==> config.mk <==
export PLATFORM = sky130hd
export DESIGN_NAME = quad_encoder_bank
export DESIGN_NICKNAME = d
export VERILOG_FILES = /design/src/rtl/quad_encoder_pkg.sv /design/src/rtl/quad_encoder_channel.sv /design/src/rtl/quad_encoder_bank.sv
export SDC_FILE = /design/constraint.sdc
export NUM_CORES = 1
export LEC_CHECK = 0
export BUFFER_PORTS_ARGS = -buffer_cell sky130_fd_sc_hd__buf_2
export CORE_ASPECT_RATIO = 0.6
export CORE_UTILIZATION = 40
export DETAILED_ROUTE_END_ITERATION = 6
export MAX_ROUTING_LAYER = met4
export SKIP_CTS_REPAIR_TIMING = 1
export SYNTH_ARGS = -nofsm -noshare
export SYNTH_HDL_FRONTEND = slang
export SYNTH_HIERARCHICAL = 1
export SYNTH_SLANG_ARGS = --single-unit
export TNS_END_PERCENT = 30
==> constraint.sdc <==
create_clock -name clk -period 2.9 [get_ports clk]
set_clock_uncertainty 0.05 [all_clocks]
set_input_delay 0 -clock clk [delete_from_list [all_inputs] [get_ports clk]]
set_output_delay 0 -clock clk [all_outputs]
set_load 0.005 [all_outputs]
==> src/rtl/quad_encoder_pkg.sv <==
// Shared definitions for the quadrature encoder bank: decode-mode encodings
// and the direction rule for a single-bit transition of the filtered phases.
package quad_encoder_pkg;

  typedef enum logic [1:0] {
    MODE_X4   = 2'b00,
    MODE_X2   = 2'b01,
    MODE_X1   = 2'b10,
    MODE_HOLD = 2'b11
  } quad_mode_t;

  // Direction of a single-bit step into state cur_ab = {a,b}.
  // Forward order is 00 -> 10 -> 11 -> 01 -> 00. When A moved, the step is
  // forward if the new A differs from B; when B moved, forward if they match.
  function automatic logic step_is_up(input logic [1:0] cur_ab, input logic a_moved);
    logic differ;
    differ = cur_ab[1] ^ cur_ab[0];
    return a_moved ? differ : ~differ;
  endfunction

endpackage

==> src/rtl/quad_encoder_channel.sv <==
// One encoder channel: 2-flop synchroniser, per-phase glitch filter,
// transition decoder and wrapping or saturating position counter.
module quad_encoder_channel
  import quad_encoder_pkg::*;
#(
  parameter int WIDTH      = 16,
  parameter int FILTER_LEN = 3,
  parameter int SATURATE   = 0
) (
  input  logic             clk,
  input  logic             reset,
  input  logic             a,
  input  logic             b,
  input  logic [1:0]       mode,
  input  logic             clear,
  output logic [WIDTH-1:0] value,
  output logic             dir,
  output logic             err
);

  logic [1:0]       sync1_reg, sync2_reg;
  logic [1:0]       filt;
  logic [1:0]       prev_reg;
  logic [1:0]       changed;
  logic             single_chg;
  logic             illegal;
  logic             step_up;
  logic             count_en;
  logic [WIDTH-1:0] value_reg, value_next;
  logic             dir_reg, err_reg;

  // Bring the asynchronous phases into the clock domain; bit 1 = A, bit 0 = B.
  always_ff @(posedge clk) begin
    if (reset) begin
      sync1_reg <= 2'b00;
      sync2_reg <= 2'b00;
    end else begin
      sync1_reg <= {a, b};
      sync2_reg <= sync1_reg;
    end
  end

  genvar gi;
  generate
    if (FILTER_LEN == 0) begin : g_no_filter
      assign filt = sync2_reg;
    end else begin : g_filter
      localparam int CW = $clog2(FILTER_LEN + 1);
      for (gi = 0; gi < 2; gi++) begin : g_bit
        logic [CW-1:0] cnt_reg;
        logic          filt_reg;
        // Accept a new level once it has differed for FILTER_LEN cycles in a row.
        always_ff @(posedge clk) begin
          if (reset) begin
            cnt_reg  <= '0;
            filt_reg <= 1'b0;
          end else if (sync2_reg[gi] == filt_reg) begin
            cnt_reg <= '0;
          end else if (cnt_reg == CW'(FILTER_LEN - 1)) begin
            cnt_reg  <= '0;
            filt_reg <= sync2_reg[gi];
          end else begin
            cnt_reg <= cnt_reg + 1'b1;
          end
        end
        assign filt[gi] = filt_reg;
      end
    end
  endgenerate

  assign changed    = filt ^ prev_reg;
  assign single_chg = ^changed;
  assign illegal    = &changed;
  assign step_up    = step_is_up(filt, changed[1]);

  // Decide whether this filtered transition counts under the current mode.
  always_comb begin
    count_en = 1'b0;
    case (mode)
      MODE_X4: count_en = single_chg;
      MODE_X2: count_en = single_chg & changed[1];
      MODE_X1: count_en = single_chg & changed[1] & filt[1];
      default: count_en = 1'b0;
    endcase
  end

  // Next position: wrap by default, or clamp at the rails when saturating.
  always_comb begin
    value_next = value_reg;
    if (step_up) begin
      if (!(SATURATE != 0 && value_reg == '1)) value_next = value_reg + 1'b1;
    end else begin
      if (!(SATURATE != 0 && value_reg == '0)) value_next = value_reg - 1'b1;
    end
  end

  // Counter, direction and sticky error; clear beats a same-cycle count.
  always_ff @(posedge clk) begin
    if (reset) begin
      prev_reg  <= 2'b00;
      value_reg <= '0;
      dir_reg   <= 1'b1;
      err_reg   <= 1'b0;
    end else begin
      prev_reg <= filt;
      if (clear) begin
        value_reg <= '0;
        dir_reg   <= 1'b1;
        err_reg   <= 1'b0;
      end else begin
        if (illegal) err_reg <= 1'b1;
        if (count_en) begin
          value_reg <= value_next;
          dir_reg   <= step_up;
        end
      end
    end
  end

  assign value = value_reg;
  assign dir   = dir_reg;
  assign err   = err_reg;

endmodule

==> src/rtl/quad_encoder_bank.sv <==
// Bank of independent quadrature encoder channels sharing one decode mode.
module quad_encoder_bank
  import quad_encoder_pkg::*;
#(
  parameter int CHANNELS   = 4,
  parameter int WIDTH      = 16,
  parameter int FILTER_LEN = 3,
  parameter int SATURATE   = 0
) (
  input  logic                      clk,
  input  logic                      reset,
  input  logic [CHANNELS-1:0]       a,
  input  logic [CHANNELS-1:0]       b,
  input  logic [1:0]                mode,
  input  logic [CHANNELS-1:0]       clear,
  output logic [CHANNELS*WIDTH-1:0] value,
  output logic [CHANNELS-1:0]       dir,
  output logic [CHANNELS-1:0]       err
);

  genvar gi;
  generate
    for (gi = 0; gi < CHANNELS; gi++) begin : g_chan
      quad_encoder_channel #(
        .WIDTH      (WIDTH),
        .FILTER_LEN (FILTER_LEN),
        .SATURATE   (SATURATE)
      ) u_chan (
        .clk   (clk),
        .reset (reset),
        .a     (a[gi]),
        .b     (b[gi]),
        .mode  (mode),
        .clear (clear[gi]),
        .value (value[gi*WIDTH +: WIDTH]),
        .dir   (dir[gi]),
        .err   (err[gi])
      );
    end
  endgenerate

endmodule

==> results.md <==
* Maximum clock path buffer count at 2
* Initial DRT Pass Iterations at 5
* Layout cells sized above 1 at 17.1%
* Total leakage power at 3.22 nW
* Setup violators final at 0
* Status: finished clean
* Fin nets at 1019
* Finished Layout Cells at 1228
* Slew HR at 44.5%
* FF-to-FF setup slack at 240 ps
* Clock Latency Late Sink at 410 ps
* Routed WL per cell at 15.4 um
* TritonCTS Sinks at 120
* Reg clk slew, reported paths at 60 ps
* WHS at 231 ps
* Pre-CTS setup slack at 261 ps
* Post-synthesis adder-cell area fraction at 3.47%
* Num CTS Buffers at 17
* # IOs at 88
* DRC Markers at 0
* Number of placed instances, taps included at 1184
* Initial antenna violation count at 0
* DR vias at 6890
* Area of the mapped netlist at 7220 sq um
* Metal3 WL at 1150 um
* Worst-case vdd ir drop at 0.349 mV
* DIE WIDTH at 175 um
* Tot Pwr at 4.21 mW
* Fillcell total at 1755
* Post-synth cell types at 61
* H-Tree Depth at 4
* WHS Path Cells at 5
* Dpl hpwl at 13400 um
* Critical Path Fanout Max at 6
* Hold wc startpoint: mode[0]
* M1 wire length at 10500 um
* Avg Vias per Cell at 5.61
* RD Place Congestion at 0.916
* Max Cap Viol at 0
* Synth Area in Compound Gates at 14.3%
* Peak Freq at 377 MHz
* PnR worst setup slack at 245 ps
* Congestion Overflow GR at 0
* Critical Path RT at 3180 ps
* DRT Wirelength at 19000 um
* Vias in the first global route at 5910
* # diodes at 0
* Main combinational cell family by area after synthesis: simple AND/OR/NAND/NOR gates
* Final Cycle Share at 91.6%
* Hold Fails Final Rpt at 0
* Setup TNS at 0 ps
* First-pass GRT wire length at 31100 um
* Hold path endpoint: g_chan[3].u_chan/value[1]
* Antenna viol nets, final at 0
* Final period demand of the worst path at 2660 ps
* Startpoint Class: flip-flop
* Initial Utilization at 41.5%
* GRT Util Overall at 21.4%
* Clk root buf: clkbuf_16
* Primary FF master, synth: dfxtp_1
* Final Core Density at 49.5%
* Critical Path AT at 2940 ps
* RR Endpoint: g_chan[2].u_chan/value[10]
* EDFF count, synth at 0
* Max-slew violation total from the final report at 0
* CP Class: flip-flop to flip-flop
* Layout area overhead at 19.3%
* Drt initial violations at 696
* # rows at 37
* Hold WC Path Type: input pin to flip-flop
* PD cells at 489 nW/um^2
* Post-synthesis mux area share at 2.91%
* Cell area after placement at 7810 sq um
* Reg2Reg Depth at 8
* Sequential element share of the synthesized area at 33.3%
* Simple-Gate Fraction of Synth Area at 32.8%
* Post-route cell area at 8610 sq um
* Die height at 106 um
* RSZ-0062 raised after global routing: false
* Slew @ Worst Pin at 829 ps
* Largest net degree at the start of global routing at 21
* Core region area at 17400 sq um
* Die Area at 18600 sq um
* I/O Buffers at 87
* #FFs+latches synth at 120
* Reg-to-Reg Start: g_chan[2].u_chan/g_filter.g_bit[0].filt_reg
* Syn_area_per_cell at 7.96 sq um
* Syn Inst Count at 907
* Syn nets at 943
* Synth Area in XOR/XNOR at 7.45%
* Uppermost layer routed: met4
* Synth warn at 6
* CP Capture Type: flip-flop
* DR WL met2 at 7210 um
* Async set or reset register ratio after synthesis at 0%
* CTS tree: done
* Number of flip-flops under the largest register name at 64
synthesized netlist by cell type (6+ instances only):
cell type | instances | area, sq um
or4_1 | 8 | 60.1
a2111o_1 | 6 | 67.6
or2_2 | 7 | 43.8
inv_1 | 23 | 86.3
xnor2_1 | 39 | 342
dfxtp_1 | 120 | 2400
mux2i_1 | 21 | 210
o21ai_0 | 44 | 220
or3_1 | 46 | 288
clkbuf_1 | 39 | 146
buf_6 | 7 | 78.8
nand3_1 | 35 | 175
ha_1 | 20 | 250
nor4_1 | 30 | 188
nand4b_1 | 9 | 78.8
nor3_1 | 28 | 140
or4_4 | 9 | 101
a21oi_1 | 42 | 210
nand2_1 | 77 | 289
o211ai_1 | 12 | 90.1
nor2b_1 | 24 | 150
xor2_1 | 15 | 131
and3_1 | 9 | 56.3
nand4_1 | 24 | 150
nor2_1 | 110 | 413
buf_2 | 13 | 65.1
final cells by class:
type | instances | area (sq um) | area share [%]
Tap cell | 234 | 293 | 3.40
Sequential cell | 120 | 2400 | 27.9
Clock inverter | 8 | 193 | 2.24
Timing Repair Buffer | 123 | 741 | 8.60
Clock buffer | 22 | 474 | 5.51
Inverter | 23 | 86.3 | 1.00
Multi-Input combinational cell | 698 | 4420 | 51.4
layer usage:
| metal | track usage (%) | vias to the layer above |
|---|---|---|
| met3 | 4.61 | 13 |
| met5 | - | - |
| met4 | 5.22 | 0 |
| li1 | - | 3457 |
| met1 | 33.2 | 3181 |
| met2 | 27.0 | 239 |
power by group:
part	leakage, nW	internal, mW	switching [mW]
sequential	0.971	1.66	0.00777
clock	0.322	1.67	0.752
combinational	1.93	0.0474	0.0699
cells by family after synthesis:
group / count (synthesis)
compound gates: 156
xor+xnor: 58
fa+ha+maj: 20
buf+inv: 89
flops: 120
mux: 21
simple gates: 443
critical path, cell delays in order, from the launching register on:
cell and delay (ps):
dfxtp_1 520, xnor2_2 170, xnor2_1 140, ha_1 220, nand3_1 140, or3_1 400, or4_1 500, a2111o_1 370
o21ai_1 70
placed cells by master (no fill, tap or decap), types with 21 or more instances in the layout:
cell type  Yosys  routed
dfxtp_1      120     120
nor2_1       110     110
buf_2         13      87
nand2_1       77      77
or3_1         46      46
o21ai_0       44      44
a21oi_1       42      42
xnor2_1       39      36
nand3_1       35      35
nor4_1        30      30
nor3_1        28      28
nand4_1       24      24
nor2b_1       24      24
inv_1         23      23
buf_4          1      22
mux2i_1       21      21
how the worst max path moves through the flow:
stage                                                startpoint                    endpoint  slack [ps]  depth (start not counted)
floorplan           g_chan[1].u_chan/g_filter.g_bit[0].filt_reg  g_chan[1].u_chan/value[10]          -7                         10
global placement    g_chan[0].u_chan/g_filter.g_bit[0].filt_reg  g_chan[0].u_chan/value[10]         310                          8
detailed placement  g_chan[0].u_chan/g_filter.g_bit[0].filt_reg  g_chan[0].u_chan/value[10]         260                          8
CTS                 g_chan[2].u_chan/g_filter.g_bit[0].filt_reg  g_chan[2].u_chan/value[10]         230                          8
global route        g_chan[2].u_chan/g_filter.g_bit[0].filt_reg  g_chan[2].u_chan/value[10]          60                          8
finish              g_chan[2].u_chan/g_filter.g_bit[0].filt_reg  g_chan[2].u_chan/value[10]         240                          8
No activity file was read; power rests on OpenSTA's default activity.
